### src/rtl/mmio_timer_gpio_pkg.sv
// Shared definitions for the MMIO timer/GPIO block.
// Holds the register offsets, the CTRL and STATUS bit positions, the reset
// values and a byte-lane merge helper. The SoC and the software headers use
// the same definitions.
package mmio_timer_gpio_pkg;

  // Word offsets, taken from data_addr[4:2]
  localparam logic [2:0] OFF_LED    = 3'd0;
  localparam logic [2:0] OFF_CNT    = 3'd1;
  localparam logic [2:0] OFF_CMP    = 3'd2;
  localparam logic [2:0] OFF_CTRL   = 3'd3;
  localparam logic [2:0] OFF_STATUS = 3'd4;

  // CTRL / STATUS bit positions
  localparam int CTRL_EN_BIT         = 0;
  localparam int CTRL_AUTORELOAD_BIT = 1;
  localparam int CTRL_IE_BIT         = 2;
  localparam int STATUS_MATCH_BIT    = 0;

  // Reset values
  localparam logic [3:0]  LED_RST    = 4'h0;
  localparam logic [31:0] CNT_RST    = 32'h0000_0000;
  localparam logic [31:0] CMP_RST    = 32'hFFFF_FFFF;
  localparam logic [2:0]  CTRL_RST   = 3'b000;
  localparam logic        STATUS_RST = 1'b0;

  typedef struct packed {
    logic ie;
    logic autoreload;
    logic en;
  } ctrl_t;

  // Replace only the bytes whose lane enable is set
  function automatic logic [31:0] merge_bytes(input logic [31:0] old_v,
                                              input logic [31:0] new_v,
                                              input logic [3:0]  be);
    logic [31:0] r;
    r = old_v;
    for (int i = 0; i < 4; i++) begin
      if (be[i]) begin
        r[8*i +: 8] = new_v[8*i +: 8];
      end else begin
        r[8*i +: 8] = old_v[8*i +: 8];
      end
    end
    return r;
  endfunction

endpackage

### src/rtl/mmio_timer_gpio_if.sv
// CPU data-port bundle for the MMIO timer/GPIO block.
//   data_addr  : byte address
//   data_wr    : write data
//   data_wr_en : byte-lane write enables
//   data_rd    : combinational read data
// The master modport is the CPU side. The slave modport is the peripheral side.
interface mmio_timer_gpio_if;
  logic [31:0] data_addr;
  logic [31:0] data_wr;
  logic [3:0]  data_wr_en;
  logic [31:0] data_rd;

  modport master (output data_addr, output data_wr, output data_wr_en, input data_rd);
  modport slave  (input data_addr, input data_wr, input data_wr_en, output data_rd);
endinterface

### src/rtl/mmio_timer_gpio_prescaler.sv
// Timer prescaler: divides clk by PRESCALE while enabled.
//   clk, rst : system clock, asynchronous active-high reset
//   en_i     : count enable; when low, the phase is held at 0
//   tick_o   : high for one cycle on phase PRESCALE-1
module mmio_prescaler #(
  parameter int PRESCALE = 1000
) (
  input  logic clk,
  input  logic rst,
  input  logic en_i,
  output logic tick_o
);

  localparam int W = (PRESCALE > 1) ? $clog2(PRESCALE) : 1;
  localparam logic [W-1:0] LAST = W'(PRESCALE - 1);

  logic [W-1:0] phase_q;
  logic [W-1:0] phase_d;

  // tick_o depends only on the phase register and the registered enable
  assign tick_o = en_i && (phase_q == LAST);

  // Next phase: hold at 0 while disabled, wrap after the tick cycle
  always_comb begin
    phase_d = phase_q;
    if (!en_i) begin
      phase_d = '0;
    end else if (tick_o) begin
      phase_d = '0;
    end else begin
      phase_d = phase_q + {{(W-1){1'b0}}, 1'b1};
    end
  end

  // Phase register
  always_ff @(posedge clk or posedge rst) begin
    if (rst) begin
      phase_q <= '0;
    end else begin
      phase_q <= phase_d;
    end
  end

endmodule

### src/rtl/mmio_timer_gpio.sv
// Memory-mapped LED GPIO and 32-bit compare timer. The register window is
// 32 bytes at BASE_ADDR.
//   clk, rst : system clock, asynchronous active-high reset
//   bus      : CPU data port (slave modport), combinational read data
//   led      : LED register bits [3:0]
//   irq      : STATUS.match AND CTRL.ie
module mmio_timer_gpio
  import mmio_timer_gpio_pkg::*;
#(
  parameter logic [31:0] BASE_ADDR = 32'h0200_0000,
  parameter int          PRESCALE  = 1000
) (
  input  logic               clk,
  input  logic               rst,
  mmio_timer_gpio_if.slave   bus,
  output logic [3:0]         led,
  output logic               irq
);

  logic [3:0]  led_q,   led_d;
  logic [31:0] cnt_q,   cnt_d;
  logic [31:0] cmp_q,   cmp_d;
  ctrl_t       ctrl_q,  ctrl_d;
  logic        match_q, match_d;

  logic        hit;
  logic        wr;
  logic [2:0]  off;
  logic        tick;
  logic        cnt_eq;
  logic        match_set;
  logic [31:0] rd_data;
  logic        unused_ok;

  assign hit       = (bus.data_addr[31:5] == BASE_ADDR[31:5]);
  assign wr        = hit && (bus.data_wr_en != 4'h0);
  assign off       = bus.data_addr[4:2];
  assign unused_ok = &{1'b1, bus.data_addr[1:0]};

  mmio_prescaler #(.PRESCALE(PRESCALE)) u_prescaler (
    .clk    (clk),
    .rst    (rst),
    .en_i   (ctrl_q.en),
    .tick_o (tick)
  );

  // The match check compares the registered CNT, before any write in this cycle
  assign cnt_eq    = (cnt_q == cmp_q);
  assign match_set = tick && cnt_eq;

  // Next-state logic: apply the tick first, then let a software write override it
  always_comb begin
    led_d   = led_q;
    cnt_d   = cnt_q;
    cmp_d   = cmp_q;
    ctrl_d  = ctrl_q;
    match_d = match_q;

    if (tick) begin
      if (cnt_eq && ctrl_q.autoreload) begin
        cnt_d = 32'h0000_0000;
      end else begin
        cnt_d = cnt_q + 32'd1;
      end
    end else begin
      cnt_d = cnt_q;
    end

    if (wr) begin
      case (off)
        OFF_LED: begin
          if (bus.data_wr_en[0]) begin
            led_d = bus.data_wr[3:0];
          end else begin
            led_d = led_q;
          end
        end
        OFF_CNT:  cnt_d = merge_bytes(cnt_q, bus.data_wr, bus.data_wr_en);
        OFF_CMP:  cmp_d = merge_bytes(cmp_q, bus.data_wr, bus.data_wr_en);
        OFF_CTRL: begin
          if (bus.data_wr_en[0]) begin
            ctrl_d = ctrl_t'(bus.data_wr[2:0]);
          end else begin
            ctrl_d = ctrl_q;
          end
        end
        OFF_STATUS: begin
          if (bus.data_wr_en[0] && bus.data_wr[STATUS_MATCH_BIT]) begin
            match_d = 1'b0;
          end else begin
            match_d = match_q;
          end
        end
        default: begin
          led_d = led_q;
        end
      endcase
    end else begin
      led_d = led_q;
    end

    // A match set in the same cycle takes priority over the clear
    if (match_set) begin
      match_d = 1'b1;
    end else begin
      match_d = match_d;
    end
  end

  // Register file
  always_ff @(posedge clk or posedge rst) begin
    if (rst) begin
      led_q   <= LED_RST;
      cnt_q   <= CNT_RST;
      cmp_q   <= CMP_RST;
      ctrl_q  <= ctrl_t'(CTRL_RST);
      match_q <= STATUS_RST;
    end else begin
      led_q   <= led_d;
      cnt_q   <= cnt_d;
      cmp_q   <= cmp_d;
      ctrl_q  <= ctrl_d;
      match_q <= match_d;
    end
  end

  // Read mux: combinational, side-effect free; misses, reserved offsets and unimplemented bits read 0
  always_comb begin
    rd_data = 32'h0000_0000;
    if (hit) begin
      case (off)
        OFF_LED:    rd_data = {28'h0, led_q};
        OFF_CNT:    rd_data = cnt_q;
        OFF_CMP:    rd_data = cmp_q;
        OFF_CTRL:   rd_data = {29'h0, ctrl_q};
        OFF_STATUS: rd_data = {31'h0, match_q};
        default:    rd_data = 32'h0000_0000;
      endcase
    end else begin
      rd_data = 32'h0000_0000;
    end
  end

  assign bus.data_rd = rd_data;
  assign led         = led_q;
  assign irq         = match_q && ctrl_q.ie;

endmodule

### src/flat_wrapper.sv
// flat-port wrapper written by rule: the top's interface ports become plain ports
module mmio_timer_gpio_flat import mmio_timer_gpio_pkg::*;
#(
  parameter logic [31:0] BASE_ADDR = 32'h0200_0000,
  parameter int          PRESCALE  = 1000
)
  (clk, rst, led, irq, bus_data_addr, bus_data_wr, bus_data_wr_en, bus_data_rd);
  mmio_timer_gpio_if bus_i ();
  input  logic clk;
  input  logic rst;
  output logic [3:0] led;
  output logic irq;
  input wire logic [$bits(bus_i.data_addr)-1:0] bus_data_addr;
  input wire logic [$bits(bus_i.data_wr)-1:0] bus_data_wr;
  input wire logic [$bits(bus_i.data_wr_en)-1:0] bus_data_wr_en;
  output wire logic [$bits(bus_i.data_rd)-1:0] bus_data_rd;
  assign bus_i.data_addr = bus_data_addr;
  assign bus_i.data_wr = bus_data_wr;
  assign bus_i.data_wr_en = bus_data_wr_en;
  assign bus_data_rd = bus_i.data_rd;
  mmio_timer_gpio #(.BASE_ADDR(BASE_ADDR), .PRESCALE(PRESCALE)) u_core (.clk(clk), .rst(rst), .bus(bus_i), .led(led), .irq(irq));
endmodule
### config.mk
export PLATFORM = sky130hd
export DESIGN_NAME = mmio_timer_gpio_flat
export DESIGN_NICKNAME = d
export VERILOG_FILES = /design/src/rtl/mmio_timer_gpio_pkg.sv /design/src/rtl/mmio_timer_gpio_if.sv /design/src/rtl/mmio_timer_gpio_prescaler.sv /design/src/rtl/mmio_timer_gpio.sv /design/src/flat_wrapper.sv
export SDC_FILE = /design/constraint.sdc
export NUM_CORES = 1
export LEC_CHECK = 0
export BUFFER_PORTS_ARGS = -buffer_cell sky130_fd_sc_hd__buf_4
export CORE_ASPECT_RATIO = 0.6
export CORE_UTILIZATION = 40
export CTS_CLUSTER_DIAMETER = 80
export DETAILED_ROUTE_END_ITERATION = 10
export GPL_ROUTABILITY_DRIVEN = 0
export GPL_TIMING_DRIVEN = 0
export MAX_ROUTING_LAYER = met4
export PLACE_DENSITY_LB_ADDON = 0.2
export RECOVER_POWER = 50
export SLEW_MARGIN = 15
export SYNTH_ARGS = -nofsm -noshare
export SYNTH_HDL_FRONTEND = slang
export SYNTH_SLANG_ARGS = --single-unit
### constraint.sdc
create_clock -name clk -period 2.9 [get_ports clk]
set_input_delay 0.145 -clock clk [delete_from_list [all_inputs] [get_ports clk]]
set_output_delay 0.145 -clock clk [all_outputs]
set_load 0.05 [all_outputs]
Yosys cells after proc, flatten, opt, wreduce, memory -nomap -nowiden
Index checks and enable logic that the tools add are counted.

Register bits: 82. Input bits: 70. Output and inout port bits: 37. Word-level logic and storage cells: 61.

$add $sub $neg: 2. Equality and inequality tests: 11. Mux-type cells: 16. Reduce and logical (&&, ||, !) cells: 18.

Operator list (count): 32-bit 2-to-1 mux (5); 32-bit case mux with 5 select lines (1); 32-bit by 1-bit adder with 32-bit output (second input constant) (1); 32-bit == test (1); 8-bit 2-to-1 mux (4); 27-bit by 21-bit == test with 1-bit output (second input constant) (1); 3-bit AND reduction (7); 10-bit 2-to-1 mux (2); 3-bit inequality test (second input constant) (4); 10-bit by 1-bit adder with 10-bit output (second input constant) (1); 10-bit == test (second input constant) (1); 3-bit by 2-bit == test with 1-bit output (second input constant) (2); 1-bit logical AND (6); 2-bit nonzero test (3); 1-bit 2-to-1 mux (4); 4-bit nonzero test (1); 3-bit by 1-bit == test with 1-bit output (second input constant) (1); 3-bit == test (second input constant) (1); 3-bit logical NOT (1).

Longest topological paths before layout
Word-level depth: 6. Depth in mapped cells: 9. Depth with buffers taken out: 7.

By module
A second synthesis with hierarchy kept.

Cell total of the unflattened synthesis: 568. Area, all modules: 5447.7 µm².

Modules (own cells, without submodules): mmio_timer_gpio (instances 1, cells each 511, area each 4901.0 µm², sequential area each 1841.8 µm²); mmio_prescaler (instances 1, cells each 57, area each 546.8 µm², sequential area each 250.2 µm²).

Least setup slack after synthesis
OpenSTA, ideal clock, no wires.

Path type: input port to output port. Start: input port bus_data_addr[3]. End: output port bus_data_rd[21]. Data arrival time: 2212 ps. Required time: 2755 ps. Path slack: 543 ps. Stages on the path: 6. Buffers on the path: 3. Cell sequence: clkbuf_1 -> nor3b_1 -> clkbuf_1 -> clkbuf_1 -> a22oi_1 -> nor2_1.

Word-level cells in the longest chain between the ends: 3. Elaborated cells between the ends (all ways): 7. Classes of those cells: eq/ne: 4; mux: 2; reduce/logical: 1.

RTL lines: from (decl) (line flat_wrapper.sv:13) `input wire logic [$bits(bus_i.data_addr)-1:0] bus_data_addr;`; 3-bit == test, or another cell as far along (line mmio_timer_gpio.sv:131) `case (off)`; 32-bit case mux with 5 select lines * (line mmio_timer_gpio.sv:131); 32-bit 2-to-1 mux * (line mmio_timer_gpio.sv:130) `if (hit) begin`; to (decl) (line flat_wrapper.sv:16) `output wire logic [$bits(bus_i.data_rd)-1:0] bus_data_rd;`.

Every way passes the cells marked *; elsewhere a longest branch is shown, timed or not.

Final worst setup path
Start: register u_core.cnt_q[2]. End: register u_core.cnt_q[16].

Word-level cells in the longest chain between the ends: 6. Elaborated cells between the ends (all ways): 7. Classes of those cells: add/sub: 1; eq/ne: 1; mux: 4; reduce/logical: 1.

RTL lines: from (decl) (line mmio_timer_gpio.sv:21) `logic [31:0] cnt_q, cnt_d;`; from (signal assigned) (line mmio_timer_gpio.sv:120) `cnt_q <= cnt_d;`; branches (longest 2 deep; another with 32-bit by 1-bit adder with 32-bit output); 32-bit 2-to-1 mux * (line mmio_timer_gpio.sv:60) `if (cnt_eq && ctrl_q.autoreload) begin`; 32-bit 2-to-1 mux * (line mmio_timer_gpio.sv:59) `if (tick) begin`; 32-bit 2-to-1 mux (line mmio_timer_gpio.sv:70) `case (off)`; 32-bit 2-to-1 mux * (line mmio_timer_gpio.sv:69) `if (wr) begin`.

Mark *: on every way between the ends. A chain may end at the register's enable or synchronous reset.

==> flow_metrics.py <==
metrics = {
    "run_status": {
        "outcome": "finished with violations",
        "violations": "max-capacitance violations, max-slew violations",
    },
    "setup_path": {
        "arrival_ps": 2980,
        "reg2reg_depth": 8,
        "worstSetupStartpointType": "register",
        "r2r_start": "u_core.cnt_q[2]",
        "critPathKind": "reg2reg",
        "reg2reg_slack_ps": 130,
        "r2r_end": "u_core.cnt_q[16]",
        "endpoint_kind": "register",
        "required_ps": 3110,
        "path_max_fanout": 10,
    },
    "clock_network": {
        "cts_buffers": 9,
        "cts_tree": "done",
        "insertion_delay_ps": 350,
        "clkSlewWorstSetupHoldPaths_ps": 60,
        "clockBufferDepth": 2,
        "cts.sinks": 82,
        "cts_root_buf": "clkbuf_16",
        "h-tree-depth": 3,
    },
    "power_and_ir_drop": {
        "pwr-share-comb_pct": 6.8,
        "clockPowerShare_pct": 44.8,
        "p_sw_share_pct": 23.2,
        "seqPwrFrac_pct": 48.4,
        "vdd_drop_max_mv": 0.248,
        "leakagePower_nw": 2.72,
        "internal_power_mw": 1.82,
        "power.density_nw_per_um2": 356,
        "p_switching_mw": 0.549,
    },
    "routing": {
        "wl_met2_um": 7330,
        "via_count": 5356,
        "via_per_inst": 6.10,
        "drt-met1-wl_um": 8370,
        "wl_met3_um": 2410,
        "drt_iter0_drc": 712,
        "wire_per_inst_um": 20.9,
        "top_layer": "met4",
        "first_pass_iters": 6,
        "ant_nets": 0,
        "drt-total-wl_um": 18300,
        "drc_errors": 0,
    },
    "place": {
        "place_hpwl_um": 13700,
        "portBuffers": 102,
        "dp.cells": 861,
        "pre_cts_ws_ps": -11.4,
    },
    "floorplanning": {
        "start_util_pct": 41.3,
        "die_w_um": 151,
        "dieArea_um2": 13900,
        "coreArea_um2": 13000,
        "ioPinCount": 107,
        "dieHeight_um": 91.7,
        "rows": 32,
    },
    "synth": {
        "synth-edff-count": 0,
        "ys.flop_type": "dfrtp_1",
        "ys_ff_latch": 82,
        "yosys.cell_count.top_type": "nor2_1",
        "synth_top_cell_area_share_pct": 23.3,
        "syn_area_um2": 5360,
        "synth.largest_area_cell": "dfrtp_1",
        "ys_top_cells_by_count": "nor2_1 (62), dfrtp_1 (50), mux2_2 (38), xnor2_1 (37), nand2_1 (34)",
        "ys_types": 56,
        "ys_async_sr_fraction_pct": 100,
        "avgSynthCellArea_um2": 9.12,
        "ys_seq_area_share_pct": 39.0,
        "ys_warn_count": 0,
        "synth_area_leaders": "dfrtp_1 (23%), dfstp_2 (16%), mux2_2 (8.0%), xnor2_1 (6.0%), nor2_1 (4.3%)",
        "syn_inst": 588,
        "synth_nets": 660,
    },
    "cells_and_area": {
        "nFillCells": 1231,
        "drive_above_1_share_pct": 30.5,
        "antenna_cells": 0,
        "fin_nets": 775,
        "area_delta_synth_final_pct": 24.1,
        "final_cells": 878,
    },
    "timing": {
        "fmax_ghz": 0.361,
        "skew_ps": 6.32,
        "slew_viol_final": 33,
        "min_period_ps": 2770,
        "layout_setup_ws_ps": 128,
        "worstMarginPinSlew_ps": 1600,
        "finalCritPeriodShare_pct": 95.6,
        "rsz0062_at_grt": "no",
        "hold_viol_final": 0,
        "slew_headroom_pct": -7.37,
        "report.final.setup_viol": 0,
        "whs_ps": 34.2,
    },
    "min_path": {
        "min_path_cells": 3,
        "hold_end": "u_core.cnt_q[13]",
        "hold_path_startpoint": "bus_data_wr[13]",
        "hold_path.class": "in2reg",
    },
    "global_route": {
        "grt_usage_pct": 28.3,
        "grt_pass1_vias": 5109,
        "overflow": 0,
        "grt_pass1_wl_um": 28400,
        "antenna_found_initial": 0,
        "grt_max_degree": 51,
    },
    "flow_run": {
        "cap_viol_max_count": 1,
    },
}
==> per-layer routing <==
| layer | vias to the layer above | track usage [%] |
|---|---|---|
| li1 | 2404 | - |
| met1 | 2540 | 43.2 |
| met2 | 378 | 36.2 |
| met3 | 34 | 6.92 |
| met4 | 0 | 7.58 |
| met5 | - | - |
==> logic make-up after synthesis <==
logic type / after synthesis / synth area share, %
buffers and inverters: 65 / 5.79
AO/OA/AOI/OAI: 121 / 15.0
adder cells (fa/ha/maj): 2 / 0.467
AND/OR/NAND/NOR: 229 / 22.7
XOR/XNOR: 44 / 7.19
flip-flops: 82 / 39.0
multiplexers: 45 / 9.82
==> worst max path at each step <==
stage                           from                to  slack [ps]  depth (start not counted)
finish               u_core.cnt_q[2]  u_core.cnt_q[16]         130                          8
global route        u_core.cnt_q[23]  u_core.cnt_q[30]          20                          8
detailed placement   u_core.cnt_q[2]  u_core.cnt_q[16]         -10                          8
global placement                 rst  u_core.cnt_q[17]        -470                          2
CTS                 u_core.cnt_q[23]  u_core.cnt_q[16]          80                          8
floorplan           bus_data_addr[3]   bus_data_rd[21]         540                          6
==> stage by stage <==
step           cell area, um2  setup TNS, ps  power [mW]  util, %
2_1_floorplan            5360              0        1.21        -
3_3_place_gp             6340         -23260        1.32     48.9
3_5_place_dp             6370          -11.4        1.33     49.1
4_1_cts                  6660              0        2.39     51.3
5_1_grt                  6650              0        2.44     51.3
6_report                 6650              0        2.37     51.3
==> layout make-up <==
class                      count  area (um2)  share of cell area (%)
multi-input combinational    441        3000                    45.1
clock inverter                 4        20.0                   0.301
inverter                      20        76.3                    1.15
sequential                    82        2090                    31.4
buffer                        44         228                    3.42
tap                          170         213                    3.20
timing repair buffer         105         781                    11.7
clock buffer                  12         246                    3.70
==> power by group through the flow <==
stage / combinational [mW] / sequential, mW / clock, mW
2_1_floorplan: 0.0489 / 1.17 / 0
3_3_place_gp: 0.151 / 1.17 / 0
3_5_place_dp: 0.160 / 1.17 / 0
4_1_cts: 0.162 / 1.15 / 1.08
5_1_grt: 0.176 / 1.15 / 1.12
6_report: 0.162 / 1.15 / 1.06
==> registers in the layout (all words and copies together), names as in the netlist <==
register / flops
u_core.u_prescaler.phase_q: 10
u_core.cnt_q: 32
u_core.cmp_q: 32
u_core.led: 4
u_core.match_q: 1
u_core.ctrl_q: 3
==> cell usage in the layout, fill, tap and decap left out, drive strengths merged, types with 2 or more instances in the layout <==
| cell | count |
|---|---|
| mux2 | 38 |
| inv | 19 |
| nor3b | 4 |
| xnor2 | 37 |
| dfstp | 32 |
| clkinv | 4 |
| mux4 | 2 |
| o31ai | 3 |
| a31oi | 23 |
| or3 | 5 |
| and3 | 25 |
| nand2b | 2 |
| o22ai | 3 |
| a22oi | 29 |
| o21ai | 28 |
| a32oi | 10 |
| a21oi | 11 |
| o211ai | 3 |
| mux2i | 5 |
| and2 | 4 |
| or4 | 4 |
| xor2 | 7 |
| ha | 2 |
| nand3 | 21 |
| nor3 | 18 |
| nand4 | 30 |
| clkbuf | 49 |
| and4 | 3 |
| o21a | 4 |
| nor2 | 62 |
| dfrtp | 50 |
| nor4 | 15 |
| nand2 | 34 |
| buf | 111 |
==> worst max-delay path: stages (launching register included) <==
cell and delay, ps:
dfrtp_1 360, buf_2 160, xnor2_1 370, nand4_1 280, nor4_4 420, nand4_2 290, clkbuf_1 340, a41oi_1 300
o21ai_0 120
==> timing repair <==
action,in CTS,in global routing
setup buffers,0,1
cloned,0,0
pin swaps,0,1
hold buffers,1,0
resized for setup,2,4
endpoints found under the setup margin,7,36
hold endpoints to repair,25,0
Note: power is estimated with default switching activity, not from simulation.
